**src/rtl/mem_arbiter_pkg.sv**
```systemverilog
// Shared constants for the two-port memory arbiter: FSM encoding,
// port indices and the supported read-latency ceiling.
package mem_arb_pkg;

   typedef enum logic [1:0] {
      ST_IDLE = 2'd0,
      ST_CMD  = 2'd1,
      ST_WAIT = 2'd2,
      ST_DONE = 2'd3
   } state_t;

   localparam logic PORT_CPU    = 1'b0;
   localparam logic PORT_AUX    = 1'b1;
   localparam int   MEM_LAT_MAX = 7;

endpackage

```
**src/rtl/mem_arbiter_rr_pick2.sv**
```systemverilog
// Combinational 2-way round-robin picker: a lone requester wins outright,
// a tie goes to the port that did not win last time.
module rr_pick2 (
   input  logic [1:0] req,
   input  logic       last,
   output logic       grant_valid,
   output logic       grant_idx
);

   assign grant_valid = |req;
   assign grant_idx   = (req == 2'b11) ? ~last : req[1];

endmodule

```
**src/rtl/mem_arbiter.sv**
```systemverilog
// Two-port arbiter/sequencer for a single-port data memory. One transaction
// at a time: grant in IDLE, one-cycle command, wait out read latency, then a
// one-cycle done pulse to the winner. Only stall is combinational.
module mem_arbiter
   import mem_arb_pkg::*;
#(
   parameter int ADDR_W  = 32,
   parameter int DATA_W  = 32,
   parameter int MEM_LAT = 1
) (
   input  logic              clk,
   input  logic              reset,
   input  logic              req0,
   input  logic              req1,
   input  logic              we0,
   input  logic              we1,
   input  logic [ADDR_W-1:0] addr0,
   input  logic [ADDR_W-1:0] addr1,
   input  logic [DATA_W-1:0] wdata0,
   input  logic [DATA_W-1:0] wdata1,
   output logic              done0,
   output logic              done1,
   output logic [DATA_W-1:0] rdata0,
   output logic [DATA_W-1:0] rdata1,
   output logic              stall0,
   output logic              stall1,
   output logic              mem_read,
   output logic              mem_write,
   output logic [ADDR_W-1:0] mem_addr,
   output logic [DATA_W-1:0] mem_wdata,
   input  logic [DATA_W-1:0] mem_rdata
);

   // Out-of-range latencies saturate to the largest the 3-bit counter holds.
   localparam int         LAT_C = (MEM_LAT > MEM_LAT_MAX) ? MEM_LAT_MAX :
                                  (MEM_LAT < 0) ? 0 : MEM_LAT;
   localparam logic [2:0] LAT3  = 3'(LAT_C);

   state_t     state;
   logic [2:0] cnt;
   logic       last;
   logic       win;
   logic       lat_we;

   logic       grant_valid;
   logic       grant_idx;
   logic       sel_we;

   rr_pick2 u_pick (
      .req         ({req1, req0}),
      .last        (last),
      .grant_valid (grant_valid),
      .grant_idx   (grant_idx)
   );

   assign sel_we = grant_idx ? we1 : we0;

   // Stall is the only combinational output: hold the requester until done.
   assign stall0 = req0 & ~done0;
   assign stall1 = req1 & ~done1;

   // Sequencer FSM. mem_addr/mem_wdata double as the latched request fields,
   // so later changes on addrN/wdataN cannot reach the memory.
   always_ff @(posedge clk or negedge reset) begin
      if (!reset) begin
         state     <= ST_IDLE;
         cnt       <= 3'd0;
         last      <= 1'b1;
         win       <= 1'b0;
         lat_we    <= 1'b0;
         done0     <= 1'b0;
         done1     <= 1'b0;
         mem_read  <= 1'b0;
         mem_write <= 1'b0;
         mem_addr  <= '0;
         mem_wdata <= '0;
         rdata0    <= '0;
         rdata1    <= '0;
      end else begin
         case (state)
            ST_IDLE: begin
               if (grant_valid) begin
                  win       <= grant_idx;
                  last      <= grant_idx;
                  lat_we    <= sel_we;
                  mem_addr  <= grant_idx ? addr1 : addr0;
                  mem_wdata <= grant_idx ? wdata1 : wdata0;
                  mem_read  <= ~sel_we;
                  mem_write <= sel_we;
                  state     <= ST_CMD;
               end
            end
            ST_CMD: begin
               mem_read  <= 1'b0;
               mem_write <= 1'b0;
               if (lat_we || LAT_C == 0) begin
                  // Writes finish now; a zero-latency read has its data this cycle.
                  if (!lat_we) begin
                     if (win == PORT_AUX) rdata1 <= mem_rdata;
                     else                 rdata0 <= mem_rdata;
                  end
                  done0 <= (win == PORT_CPU);
                  done1 <= (win == PORT_AUX);
                  state <= ST_DONE;
               end else begin
                  cnt   <= LAT3;
                  state <= ST_WAIT;
               end
            end
            ST_WAIT: begin
               cnt <= cnt - 3'd1;
               if (cnt == 3'd1) begin
                  if (win == PORT_AUX) rdata1 <= mem_rdata;
                  else                 rdata0 <= mem_rdata;
                  done0 <= (win == PORT_CPU);
                  done1 <= (win == PORT_AUX);
                  state <= ST_DONE;
               end
            end
            ST_DONE: begin
               done0 <= 1'b0;
               done1 <= 1'b0;
               state <= ST_IDLE;
            end
            default: state <= ST_IDLE;
         endcase
      end
   end

endmodule

```
**config.mk**
```make
export PLATFORM = sky130hd
export DESIGN_NAME = mem_arbiter
export DESIGN_NICKNAME = d
export VERILOG_FILES = /design/src/rtl/mem_arbiter_pkg.sv /design/src/rtl/mem_arbiter_rr_pick2.sv /design/src/rtl/mem_arbiter.sv
export SDC_FILE = /design/constraint.sdc
export NUM_CORES = 1
export LEC_CHECK = 0
export CAP_MARGIN = 20
export CORE_UTILIZATION = 41
export CTS_CLUSTER_SIZE = 14
export DETAILED_ROUTE_END_ITERATION = 10
export GPL_TIMING_DRIVEN = 0
export PLACE_DENSITY = 0.87
export REMOVE_ABC_BUFFERS = 1
export SLEW_MARGIN = 20
export SYNTH_ARGS = -nofsm -noshare
export SYNTH_HDL_FRONTEND = slang
export SYNTH_SLANG_ARGS = --single-unit
export TNS_END_PERCENT = 10
```
**constraint.sdc**
```tcl
create_clock -name clk -period 2.45 [get_ports clk]
set_clock_uncertainty 0.2 [all_clocks]
set_input_delay 0.735 -clock clk [delete_from_list [all_inputs] [get_ports clk]]
set_output_delay 0.735 -clock clk [all_outputs]
set_load 0.01 [all_outputs]
```
==> impl.org <==
** Power
- Per report_power, the sequential group accounts for 32.9% of the total.
- Pwr dens :: 1260 mW/mm^2
- Cell internal power dissipation :: 8.61 mW
- Portion of total power attributed to the clock network :: 21.5%
- Summed over all nets, the switching power comes to 4.03 mW.
- Of the total power, the share spent switching nets is 31.9%.
- For this design the static power due to leakage is 4.31 nW.
- VDD IR max :: 552 uV
- Combinational logic is responsible for 45.5% of the overall power.
- The completed layout was analyzed and its total power is 12.6 mW.

** Global routing
- First-pass GRT wire length :: 25.7 mm
- Total overflow reported by the global router :: 0
- In the global route stage, overall resource usage came out at 22.7%.
- Number of global-route vias before repair :: 5133
- Pin count of the biggest net entering global routing :: 74
- The number of antenna violations at the first check in global routing was 0.

** Final layout
- Reg area :: 0.00350 sq mm
- At the end of the flow the core is filled with cells to 69.3%.
- Area growth from synthesis to layout :: 66.0%
- Diode count :: 0
- Fin nets :: 953
- Fill cell total of the finished layout :: 986
- Of the cells placed in the final design, the portion with a size suffix greater than 1 is 14.9%.
- In the final layout, the multi-input gates occupy 0.00236 sq mm.

** Worst setup path
- Counting both buffers and inverters, the worst setup path holds a total of 2.
- Depth of the critical timing path with buffers and inverters included :: 3
- Critical-path top delay cell :: sky130_fd_sc_hd__clkdlybuf4s18_2
- The setup path with the least slack is of type in2out.
- For this run, the slowest stage of the critical path takes 0.27 ns.
- R2r startpoint :: state[0]
- Last element of the critical path :: stall0
- Worst setup SP type :: primary input
- For flop-to-flop paths, the worst setup slack is 0.15 ns.
- Worst Path Max Fanout :: 5
- Cell family with the largest share of critical-path delay :: buffers and inverters
- At the worst endpoint, the required time is 1.51 ns.
- In this run the critical register-to-register path is captured at rdata0[28].
- Data on the critical path arrives at its endpoint at 1.44 ns.
- Start point of the critical path :: req0
- For the worst flop-to-flop path, the logic depth is 6.
- Crit path cell chain :: clkdlybuf4s18_2, nor2b_1, dlygate4sd2_1
- CP Capture Type :: output pin

** Yosys
- Top-area cell type share of the netlist area :: 57.6%
- Synthesized flop and latch total :: 140
- The commonest cells after synthesis are 139 x sky130_fd_sc_hd__dfrtp_1, 67 x sky130_fd_sc_hd__mux2i_1, 67 x sky130_fd_sc_hd__nand2_1, 65 x sky130_fd_sc_hd__mux2_2, 40 x sky130_fd_sc_hd__o21ai_1.
- Cell type contributing the most total cell area after synthesis :: sky130_fd_sc_hd__dfrtp_1
- A synthesized cell averages 12.6 sq um.
- Sequential elements use 58.0% of the synthesized area.
- Cells after synthesis :: 479
- Most instantiated flip-flop cell in the synthesis netlist :: sky130_fd_sc_hd__dfrtp_1
- Summed instance area of the synthesized netlist :: 0.00604 sq mm
- Synth cell types :: 31
- Yosys mapped a number of flops with a built-in enable equal to 0.
- Number of warning messages in the yosys log :: 0
- Counting flops with an async set or reset pin after synthesis yields a share of 100%.
- Top area cells in the synthesized netlist :: sky130_fd_sc_hd__dfrtp_1 58%, sky130_fd_sc_hd__mux2_2 12%, sky130_fd_sc_hd__mux2i_1 11%
- By instance count, the leading cell after synthesis is sky130_fd_sc_hd__dfrtp_1.

** Clock network
- Root buffer cell :: sky130_fd_sc_hd__clkbuf_16
- No sink is reached through more buffers than the 2 on the longest clock path.
- After clock tree synthesis, the clock-pin slew on the worst setup and hold paths is 0.06 ns.
- Number of sinks driven by the clock tree :: 140
- Number of buffers inserted by hold repair at cts :: 0
- H-Tree Level Count :: 4
- Buffers inserted during clock tree synthesis total 17.
- For the worst-skew pair, the clock arrives at the later sink with an insertion delay of 0.41 ns.
- The number of setup buffers added after CTS is 0.
- TritonCTS built the clock tree.

** Placement
- Before CTS, the worst setup slack after placement is -0.675 ns.
- The congestion estimate from routability-driven global placement came to 0.747.
- Port buffering added 299 buffers.
- Detailed placement finished with a half-perimeter wire length of 13.1 mm.

** Status
- Outcome :: complete, no violations

** STA
- Setup-violating endpoint count in the final report :: 0
- After layout, the worst setup slack is 0.0758 ns.
- Number of failing hold endpoints at the final stage :: 0
- Maximum clock rate :: 421 MHz
- Fin crit period :: 2.37 ns
- Worst rel slew slack :: 63.5%
- Final period util :: 96.9%
- Setup repair after global routing left no endpoint under its margin.
- At the pin with the least slew margin, the transition time is 0.547 ns.
- Number of max-slew violations in the final report :: 0

** Routing
- Detailed Route WL :: 16.9 mm
- The detailed router finished its first iteration with 206 violations.
- Using the TritonRoute via totals, the vias-per-cell ratio works out to 4.99.
- Post-DRT Antenna Nets :: 0
- The first detailed-routing pass ran for 4 iterations.
- After detailed routing, the average wire length per cell comes to 17.3 um.
- Detailed routing inserted a total of 4866 vias.
- DRC Markers :: 0

** Floorplanning
- Core Box Area :: 0.0145 sq mm
- Die outline height :: 123 um
- I/O pin cnt :: 300
- Num rows :: 44
- Effective utilization at floorplan :: 41.7%
- Horizontal die dimension :: 123 um
- The floorplan step defined a die boundary enclosing 0.0152 sq mm.

** Flow run
- The tool flagged a number of max-cap violations equal to 0.

** Worst hold path
- Worst min-delay path category :: in2async
per-stage QoR:
step	TNS (ns)	cell area (sq um)	cells	hold slack [ns]
after floorplan	-212.18	5850	450	0.239
after global placement	-1092.63	9070	933	0.264
after detailed placement	-29.92	9400	945	0.272
after CTS	0	10000	976	0.0674
after global routing	0	10000	976	0.0790
final	0	10000	976	0.0390
power by group through the flow:
stage	Clock (mW)	Sequential, mW	Combinational [mW]
6_report	2.72	4.16	5.76
5_1_grt	2.89	4.31	6.22
4_1_cts	2.77	4.18	5.82
3_5_place_dp	0	4.20	5.79
3_3_place_gp	0	4.09	5.29
2_1_floorplan	0	4.63	1.98
per-layer routing:
metal  routed length, um  global-route usage [%]  vias up  share of wire [%]
met5                   0                       0        -                  0
met4                 410                    10.1        0                2.4
met3                1500                    8.03       29                8.9
met2                8740                    40.4      230                 52
met1                6230                    24.0     2329                 37
li1                    -                       -     2278                  -
cell usage in the layout, fill, tap and decap left out, drive strengths merged, types with 3 or more instances in the layout:
cell type        n
bufinv           4
mux2            67
ha               7
nor2b            5
inv              7
nor3b            3
clkdlybuf4s50  294
o21ai           71
dfrtp          139
mux2i           67
nor2             3
nand2           67
buf             13
clkbuf          21
flip-flops by register name (all words and copies together) (netlist names), 2 cells and up:
signal     cells
rdata0        32
cnt            3
rdata1        32
mem_addr      32
mem_wdata     32
state          2
area by class of cell:
type / instances / area share (%)
clock buffers: 21 / 4.59
clock inverters: 10 / 1.62
inverters: 5 / 0.187
multi-input cells: 305 / 23.5
flip-flops and latches: 140 / 34.9
well taps: 184 / 2.30
repair buffers: 311 / 32.9
worst min path at each step:
stage	depth (start not counted)	endpoint	slack, ns	start
3_3_place_gp	2	mem_wdata[20]	0.26	mem_wdata[20]
2_1_floorplan	0	cnt[0]	0.24	reset
6_report	1	mem_addr[15]	0.04	reset
3_5_place_dp	2	mem_wdata[6]	0.27	mem_wdata[6]
5_1_grt	1	mem_addr[15]	0.08	reset
4_1_cts	1	mem_addr[15]	0.07	reset
cell families (layout without fill, tap and decap cells):
group	Yosys count	after routing	synth area share (%)
AOI/OAI and AO/OA	83	83	7.47
adders and majority gates	7	7	1.45
buffers and inverters	34	347	3.52
DFF	140	140	58.0
muxes	134	134	23.6
and+or+nand+nor	81	81	5.98
repair_timing:
item,in CTS,in global routing
endpoints found under the setup margin,62,15
cloned,0,0
gates resized for setup,10,1
worst reg2reg max path: cells and delay by family, from the launching register on:
| kind | cells | cell delay, ns |
|---|---|---|
| multiplexers | 1 | 0.36 |
| AND/OR/NAND/NOR | 1 | 0.33 |
| buffers and inverters | 3 | 0.58 |
| adder cells (fa/ha/maj) | 1 | 0.33 |
| flip-flops | 1 | 0.40 |
Power figures use the tool's default switching activity.
